<file path="src/rtl/mdu_ctrl.sv">
// Multiply/divide sequencer for the E stage: captures operands, drives the external
// multiplier and divider cores, stalls the pipeline and issues a single HI/LO write.
module mdu_ctrl #(
  parameter int unsigned MUL_LAT = 3
) (
  input  logic        clk,
  input  logic        resetn,
  input  logic        startE,
  input  logic [1:0]  opE,
  input  logic [31:0] srcaE,
  input  logic [31:0] srcbE,
  input  logic        flushE,
  input  logic        stall_in,
  output logic [31:0] mul_a,
  output logic [31:0] mul_b,
  output logic        mul_signed,
  input  logic [63:0] mul_res,
  output logic        div_start,
  output logic        div_cancel,
  output logic        div_signed,
  output logic [31:0] div_a,
  output logic [31:0] div_b,
  input  logic        div_done,
  input  logic [31:0] div_q,
  input  logic [31:0] div_r,
  output logic        mdu_stall,
  output logic        hilo_we,
  output logic [31:0] hi_o,
  output logic [31:0] lo_o
);

  typedef enum logic [1:0] {
    IDLE = 2'd0,
    MUL  = 2'd1,
    DIV  = 2'd2,
    DONE = 2'd3
  } state_e;

  localparam logic [3:0] CNT_INIT = 4'(MUL_LAT - 1);

  state_e      state_q, state_d;
  logic [1:0]  op_q, op_d;
  logic [31:0] a_q, a_d;
  logic [31:0] b_q, b_d;
  logic [31:0] hi_q, hi_d;
  logic [31:0] lo_q, lo_d;
  logic [3:0]  cnt_q, cnt_d;
  logic        div_start_q, div_start_d;
  logic        accept;

  assign accept = (state_q == IDLE) && startE && !flushE;

  always_comb begin
    state_d     = state_q;
    op_d        = op_q;
    a_d         = a_q;
    b_d         = b_q;
    hi_d        = hi_q;
    lo_d        = lo_q;
    cnt_d       = cnt_q;
    div_start_d = 1'b0;
    if (flushE) begin
      state_d = IDLE;
    end else begin
      unique case (state_q)
        IDLE: begin
          if (startE) begin
            op_d = opE;
            a_d  = srcaE;
            b_d  = srcbE;
            if (!opE[1]) begin
              state_d = MUL;
              cnt_d   = CNT_INIT;
            end else if (srcbE != '0) begin
              state_d     = DIV;
              div_start_d = 1'b1;
            end else begin
              // Divide by zero never reaches the core; result is fixed.
              state_d = DONE;
              hi_d    = srcaE;
              lo_d    = '1;
            end
          end
        end
        MUL: begin
          if (cnt_q == '0) begin
            hi_d    = mul_res[63:32];
            lo_d    = mul_res[31:0];
            state_d = DONE;
          end else begin
            cnt_d = cnt_q - 4'd1;
          end
        end
        DIV: begin
          if (div_done) begin
            hi_d    = div_r;
            lo_d    = div_q;
            state_d = DONE;
          end
        end
        DONE: begin
          if (!stall_in) state_d = IDLE;
        end
        default: state_d = IDLE;
      endcase
    end
  end

  always_ff @(posedge clk or negedge resetn) begin
    if (!resetn) begin
      state_q     <= IDLE;
      op_q        <= '0;
      a_q         <= '0;
      b_q         <= '0;
      hi_q        <= '0;
      lo_q        <= '0;
      cnt_q       <= '0;
      div_start_q <= 1'b0;
    end else begin
      state_q     <= state_d;
      op_q        <= op_d;
      a_q         <= a_d;
      b_q         <= b_d;
      hi_q        <= hi_d;
      lo_q        <= lo_d;
      cnt_q       <= cnt_d;
      div_start_q <= div_start_d;
    end
  end

  assign mul_a      = a_q;
  assign mul_b      = b_q;
  assign div_a      = a_q;
  assign div_b      = b_q;
  assign mul_signed = ~op_q[0];
  assign div_signed = ~op_q[0];
  assign div_start  = div_start_q;
  assign div_cancel = (state_q == DIV) && flushE;
  // Gated by resetn so a pending startE cannot raise a stall while in reset.
  assign mdu_stall  = resetn && (accept || (state_q == MUL) || (state_q == DIV));
  assign hilo_we    = (state_q == DONE) && !stall_in && !flushE;
  assign hi_o       = hi_q;
  assign lo_o       = lo_q;

endmodule

</file>
<file path="config.mk">
export PLATFORM = sky130hd
export DESIGN_NAME = mdu_ctrl
export DESIGN_NICKNAME = d
export VERILOG_FILES = /design/src/rtl/mdu_ctrl.sv
export SDC_FILE = /design/constraint.sdc
export NUM_CORES = 1
export LEC_CHECK = 0
export CORE_AREA = 5 5 152 154
export CTS_CLUSTER_SIZE = 28
export DETAILED_ROUTE_END_ITERATION = 16
export DIE_AREA = 0 0 157 159
export PLACE_DENSITY = 0.71
export SETUP_SLACK_MARGIN = 0.4
export SYNTH_ARGS = -nofsm -noshare
export SYNTH_HDL_FRONTEND = slang
export SYNTH_SLANG_ARGS = --single-unit
</file>
<file path="constraint.sdc">
create_clock -name clk -period 4.5 [get_ports clk]
set_input_delay 1.125 -clock clk [delete_from_list [all_inputs] [get_ports clk]]
set_output_delay 1.125 -clock clk [all_outputs]
set_load 0.02 [all_outputs]
</file>
==> results of run 1 <==
[area by class of cell]
class	instances	share of cell area, %
repair buffers	404	35.43
clock buffers	18	3.851
inverters	6	0.1975
multi-input cells	350	26.21
flip-flops and latches	136	29.84
well taps	280	3.072
clock inverters	14	1.404
[synth_stat cells, drive strengths merged (2+ instances only)]
cell	count	area (um2)
nor4	9	56.30
a22oi	64	480.5
clkbuf	21	78.83
nor2b	3	18.77
nand4	2	12.51
buf	82	600.6
mux2	129	1678
nor2	39	146.4
nand2b	2	12.51
dfrtp	136	3403
nand2	39	148.9
a21boi	2	15.02
o2bb2ai	2	17.52
ha	7	87.58
nand3b	2	15.01
o31ai	2	20.02
nor3	2	10.01
inv	6	22.52
o21ai	3	15.01
a21oi	35	175.2
[cell families (layout without fill, tap and decap cells)]
group / after synthesis / after routing
simple gates: 104 / 104
fa+ha+maj: 7 / 7
mux: 129 / 129
buf+inv: 109 / 442
compound gates: 110 / 110
flops: 136 / 136
[power groups by stage]
stage	logic [W]	clock network, W	registers [W]
floorplan	0.00232	0	0.00288
global placement	0.00493	0	0.00226
detailed placement	0.00497	0	0.00228
CTS	0.00499	0.00146	0.00227
global route	0.00520	0.00152	0.00235
finish	0.00493	0.00142	0.00227
[layer usage]
metal | global-route usage [%] | part of all wire, % | up-vias
li1 | - | - | 2703
met1 | 22.52 | 40 | 2851
met2 | 32.22 | 51 | 220
met5 | 0 | 0 | -
met4 | 5.917 | 2.3 | 0
met3 | 4.757 | 6.6 | 29
[sequential cells by signal (all words and copies together) (netlist names)]
register	flops
hi_o	32
state_q	2
lo_o	32
div_a	32
div_start	1
cnt_q	4
op_q	1
div_b	32
[critical path, stage by stage]
cell             delay [ps]
clkdlybuf4s50_1         520
nand3b_1                230
a21boi_0                170
clkdlybuf4s50_1         720
[stage by stage]
stage / cell area, um2 / hold WS [ps]
floorplan: 7072 / 445.6
global placement: 10810 / 470.2
finish: 11400 / 493.4
global route: 11400 / 526.8
CTS: 11400 / 487.2
detailed placement: 10810 / 479.2
[worst min-delay path by stage]
stage               cells past startpoint  slack [ps]                   end
global route                            1         530  lo_o[23]$_DFFE_PN0P_
CTS                                     1         490  cnt_q[3]$_DFFE_PN0P_
finish                                  1         490  cnt_q[3]$_DFFE_PN0P_
global placement                        1         470  cnt_q[3]$_DFFE_PN0P_
floorplan                               1         450  cnt_q[3]$_DFFE_PN0P_
detailed placement                      1         480  cnt_q[3]$_DFFE_PN0P_
==> flow_summary_export.csv, run 1 <==
group,metric,value,unit
status,status,"finished clean",
clock_network,cts_buffers,17,
grt,antenna_found_initial,0,
critical_path,r2r_cells,7,
clock_network,cts_tree,"yes",
timing,final.setup.tns,0,ps
synth,synth_warnings,0,
grt,grt_pass1_vias,6294,
route,routedWlPerCell,19.61,um
power,swShare,39.50,%
route,detail-route-antenna-nets,0,
timing,worstMarginPinSlew,1007,ps
synth,synth-edff-count,0,
grt,grtUsageTotal,18.61,%
clock_network,h-tree-depth,4,
timing,slew_violations,0,
critical_path,arrival,2770,ps
critical_path,end_kind,"output pin",
floorplanning,dieArea,0.02496,mm2
layout,fillers,1960,
power,p_switching,0.003403,W
synth,seq_area_frac_synth,48.12,%
timing,period_share,86.56,%
floorplanning,start_util,32.81,%
timing,max_freq,0.2567,GHz
layout,seq_area,0.003403,mm2
power,pwr-share-comb,57.2,%
power,p_int,0.005212,W
timing,clock_skew,10.27,ps
layout,fin_nets,1122,
clock_network,clk_latency,420,ps
synth,synth_mux_area_share,23.73,%
clock_network,cts.sinks,136,
clock_network,cts_hold_buffers,0,
synth,synth_top_family_by_area,"multiplexers",
critical_path,ff2ff_setup_slack,1250,ps
grt,grt_pass1_wl,36220,um
critical_path,crit_path_end,"mdu_stall",
synth,synth_compound_area_share,10.46,%
floorplanning,die_h,159,um
layout,fin_cells,1208,
clock_network,post_cts_buffers,0,
placement,dp_cells,1176,
placement,port_buffers,397,
grt,grt_max_degree,98,
route,wirelength,23690,um
hold_path,worstHoldPathType,"register to register",
route,first_iter_violations,252,
floorplanning,fp.dieW,157,um
power,cellLeakagePower,4.742,nW
power,power,0.008616,W
synth,synthFlopType,"dfrtp_1",
floorplanning,io_pins,398,
route,viasPerCell,4.804,
critical_path,path_max_fanout,7,
job,drv_cap,0,
clock_network,clock_path_buffers,2,
timing,setup_viol,0,
clock_network,clkTransAtPathRegs,60,ps
synth,synth_cells,595,
critical_path,setup.worst_path.start,"flushE",
power,seqPwrFrac,26.3,%
floorplanning,core_area,0.02155,mm2
synth,syn-cell-area,0.007072,mm2
synth,async_flop_share,100.0,%
timing,maxSlewHeadroom,32.88,%
floorplanning,num_rows,54,
timing,rsz0062_at_grt,"no",
critical_path,worstReg2RegStart,"state_q[1]$_DFFE_PN0P_",
placement,gp_congestion,0.8051,
synth,yosys.area_share.simple,6.529,%
power,vdd_drop_max,393.1,uV
layout,syn_to_final_growth,61.27,%
layout,multi_input_area,0.002989,mm2
layout,antenna_cells,0,
route,dr_total_vias,5803,
synth,synth.distinct_cells,35,
clock_network,root_buffer,"clkbuf_16",
critical_path,cp-start-kind,"input pin",
synth,yosys.area_share.adder,1.238,%
synth,synth.avg_cell_area,11.89,um2
synth,synth_nets,802,
timing,period_needed,3895,ps
layout,drive_gt1_share,18.86,%
clock_network,post_cts_resized,0,
placement,dp_hpwl,17870,um
layout,finish.utilization,52.91,%
critical_path,critPathRequiredTime,3380,ps
placement,dp_slack,580.0,ps
critical_path,crit_type,"input pin to output pin",
timing,hold_viol,0,
grt,grt.overflow.total,0,
power,powerDensity,755.5,mW/mm2
critical_path,r2r_end,"lo_o[14]$_DFFE_PN0P_",
layout,final_common_cell,"clkdlybuf4s50_1",
layout,layout.cells.most_common_list,"clkdlybuf4s50_1, dfrtp_1, mux2_2, a22oi_1, mux2_4",
route,drc_errors,0,
route,drt_first_pass_iters,4,
power,clock_power_share,16.5,%
synth,ys_seq_elements,136,
hold_path,hold_start,"cnt_q[3]$_DFFE_PN0P_",
timing,layout_setup_ws,604.9,ps
synth,synthXorXnorAreaFrac,0,%
Power figures use the tool's default switching activity.
==> run 2, diff against run 1 <==
Settings changed: CORE_AREA 5 5 152 154 to 2 2 153 155, CTS_BUF_LIST set to sky130_fd_sc_hd__clkbuf_16, DIE_AREA 0 0 157 159 to 0 0 155 157, PLACE_DENSITY 0.71 to 0.67.
==> run 2 against run 1 <==
Combinational power barely moved. Final cell count rose by 0.41%. Count of clock-buffer cells in the layout fell by 1. Register-to-register slack improved by 380 ps. Die area fell by 2.5%.
==> flow_summary_export.csv, run 2 (synthesis results as in run 1) <==
group,metric,value,unit
status,status,"finished clean",
power,cellLeakagePower,4.736,nW
layout,finish.utilization,50.61,%
critical_path,crit_type,"input pin to output pin",
critical_path,cp_slowest_cell,"clkdlybuf4s50_1",
placement,dp_hpwl,16770,um
timing,period_share,88.66,%
timing,setup_viol,0,
floorplanning,dieArea,0.02434,mm2
route,dr_total_vias,5780,
critical_path,r2r_cells,7,
timing,slew_violations,0,
route,wirelength,22810,um
route,routedWlPerCell,18.80,um
grt,grt_pass1_vias,5993,
power,clock_power_share,16.2,%
grt,grt_pass1_wl,33930,um
floorplanning,core_area,0.02250,mm2
floorplanning,fp.dieW,155,um
clock_network,cts_buffers,17,
clock_network,clkTransAtPathRegs,60,ps
layout,seq_area,0.003403,mm2
hold_path,hold_depth,1,
job,drv_cap,0,
clock_network,cts_tree,"yes",
timing,max_freq,0.2506,GHz
timing,period_needed,3990,ps
critical_path,path_cells,"clkdlybuf4s50_1 -> nand3b_1 -> a21boi_0 -> clkdlybuf4s50_1",
clock_network,cts_hold_buffers,0,
grt,grt.overflow.total,0,
timing,hold_viol,0,
power,powerDensity,751.3,mW/mm2
floorplanning,start_util,31.43,%
layout,syn_to_final_growth,61.06,%
timing,layout_setup_ws,510.2,ps
layout,antenna_cells,0,
layout,fin_nets,1122,
route,drt_first_pass_iters,4,
route,drc_errors,0,
route,viasPerCell,4.765,
placement,dp_slack,494.4,ps
timing,final.setup.tns,0,ps
clock_network,root_buffer,"clkbuf_16",
critical_path,critPathRequiredTime,3380,ps
layout,multi_input_area,0.002989,mm2
route,first_iter_violations,258,
critical_path,arrival,2860,ps
floorplanning,num_rows,55,
timing,rsz0062_at_grt,"no",
route,detail-route-antenna-nets,0,
clock_network,post_cts_buffers,0,
layout,layout.cells.most_common_list,"clkdlybuf4s50_1, dfrtp_1, mux2_2, a22oi_1, mux2_4",
critical_path,critPathTopFamily,"buffers and inverters",
layout,final_common_cell,"clkdlybuf4s50_1",
placement,port_buffers,397,
critical_path,cp-start-kind,"input pin",
power,swShare,39.44,%
clock_network,h-tree-depth,4,
timing,clock_skew,9.186,ps
power,p_switching,0.003375,W
timing,maxSlewHeadroom,39.80,%
grt,antenna_found_initial,0,
placement,gp_congestion,0.7811,
power,p_int,0.005181,W
grt,grtUsageTotal,18.01,%
critical_path,crit_buf_inv,2,
critical_path,cp_common_cell,"clkdlybuf4s50_1",
layout,drive_gt1_share,18.75,%
floorplanning,io_pins,398,
critical_path,cp_num_cells,4,
timing,holdWs,489.2,ps
clock_network,cts.sinks,136,
clock_network,post_cts_resized,0,
hold_path,worstHoldPathType,"register to register",
power,seqPwrFrac,26.4,%
clock_network,clk_latency,420,ps
floorplanning,die_h,157,um
critical_path,end_kind,"output pin",
layout,fillers,2045,
clock_network,clock_path_buffers,2,
timing,worstMarginPinSlew,903.0,ps
power,vdd_drop_max,389.8,uV
power,pwr-share-comb,57.4,%
grt,grt_max_degree,137,
critical_path,path_max_fanout,7,
critical_path,max_stage_delay,730,ps
run 2: area by class of cell:
cell class                 instances  area share, %
clock buffer                      17          3.735
clock inverter                    15          1.340
timing repair buffer             404          35.47
sequential                       136          29.88
inverter                           6         0.1977
tap                              285          3.131
multi-input combinational        350          26.24
run 2: power by group through the flow:
stage | clock [W] | combinational, W | sequential, W
after global placement | 0 | 0.00489 | 0.00226
after detailed placement | 0 | 0.00495 | 0.00227
final | 0.00138 | 0.00491 | 0.00226
after floorplan | 0 | 0.00232 | 0.00288
after global routing | 0.00147 | 0.00517 | 0.00234
after CTS | 0.00142 | 0.00496 | 0.00227
run 2: stage by stage:
stage,instances,total power [W],cell area (um2)
floorplan,595,0.005205,7072
global route,1213,0.008983,11390
global placement,1181,0.007151,10810
finish,1213,0.008557,11390
CTS,1213,0.008652,11390
detailed placement,1181,0.007219,10810
run 2: worst register-to-register path: stages (launching register included):
cell and delay, ps:
dfrtp_1 420, inv_1 170, ha_2 670, nor2b_1 270
nor4_1 120, nand2_4 90, buf_4 580, mux2_4 430
run 2: layer usage:
metal  up-vias  part of all wire (%)  wire length [um]  global-route usage, %
li1       2699                     -                 -                      -
met1      2818                    42              9683                  22.29
met2       226                    49             11200                  30.60
met3        37                   6.1              1396                  4.323
met4         0                   2.3               524                  6.702
met5         -                     0                 0                      0
run 2: worst paths after layout:
path,to,slack [ps],start
setup / recovery,mdu_stall,510,flushE
setup reg to reg,lo_o[0]$_DFFE_PN0P_,1630,state_q[0]$_DFFE_PN0P_
min in group asynchronous,state_q[0]$_DFFE_PN0P_,820,resetn
max in group asynchronous,lo_o[14]$_DFFE_PN0P_,3120,resetn
hold / removal,cnt_q[3]$_DFFE_PN0P_,490,cnt_q[3]$_DFFE_PN0P_
hold reg to reg,cnt_q[3]$_DFFE_PN0P_,490,cnt_q[3]$_DFFE_PN0P_
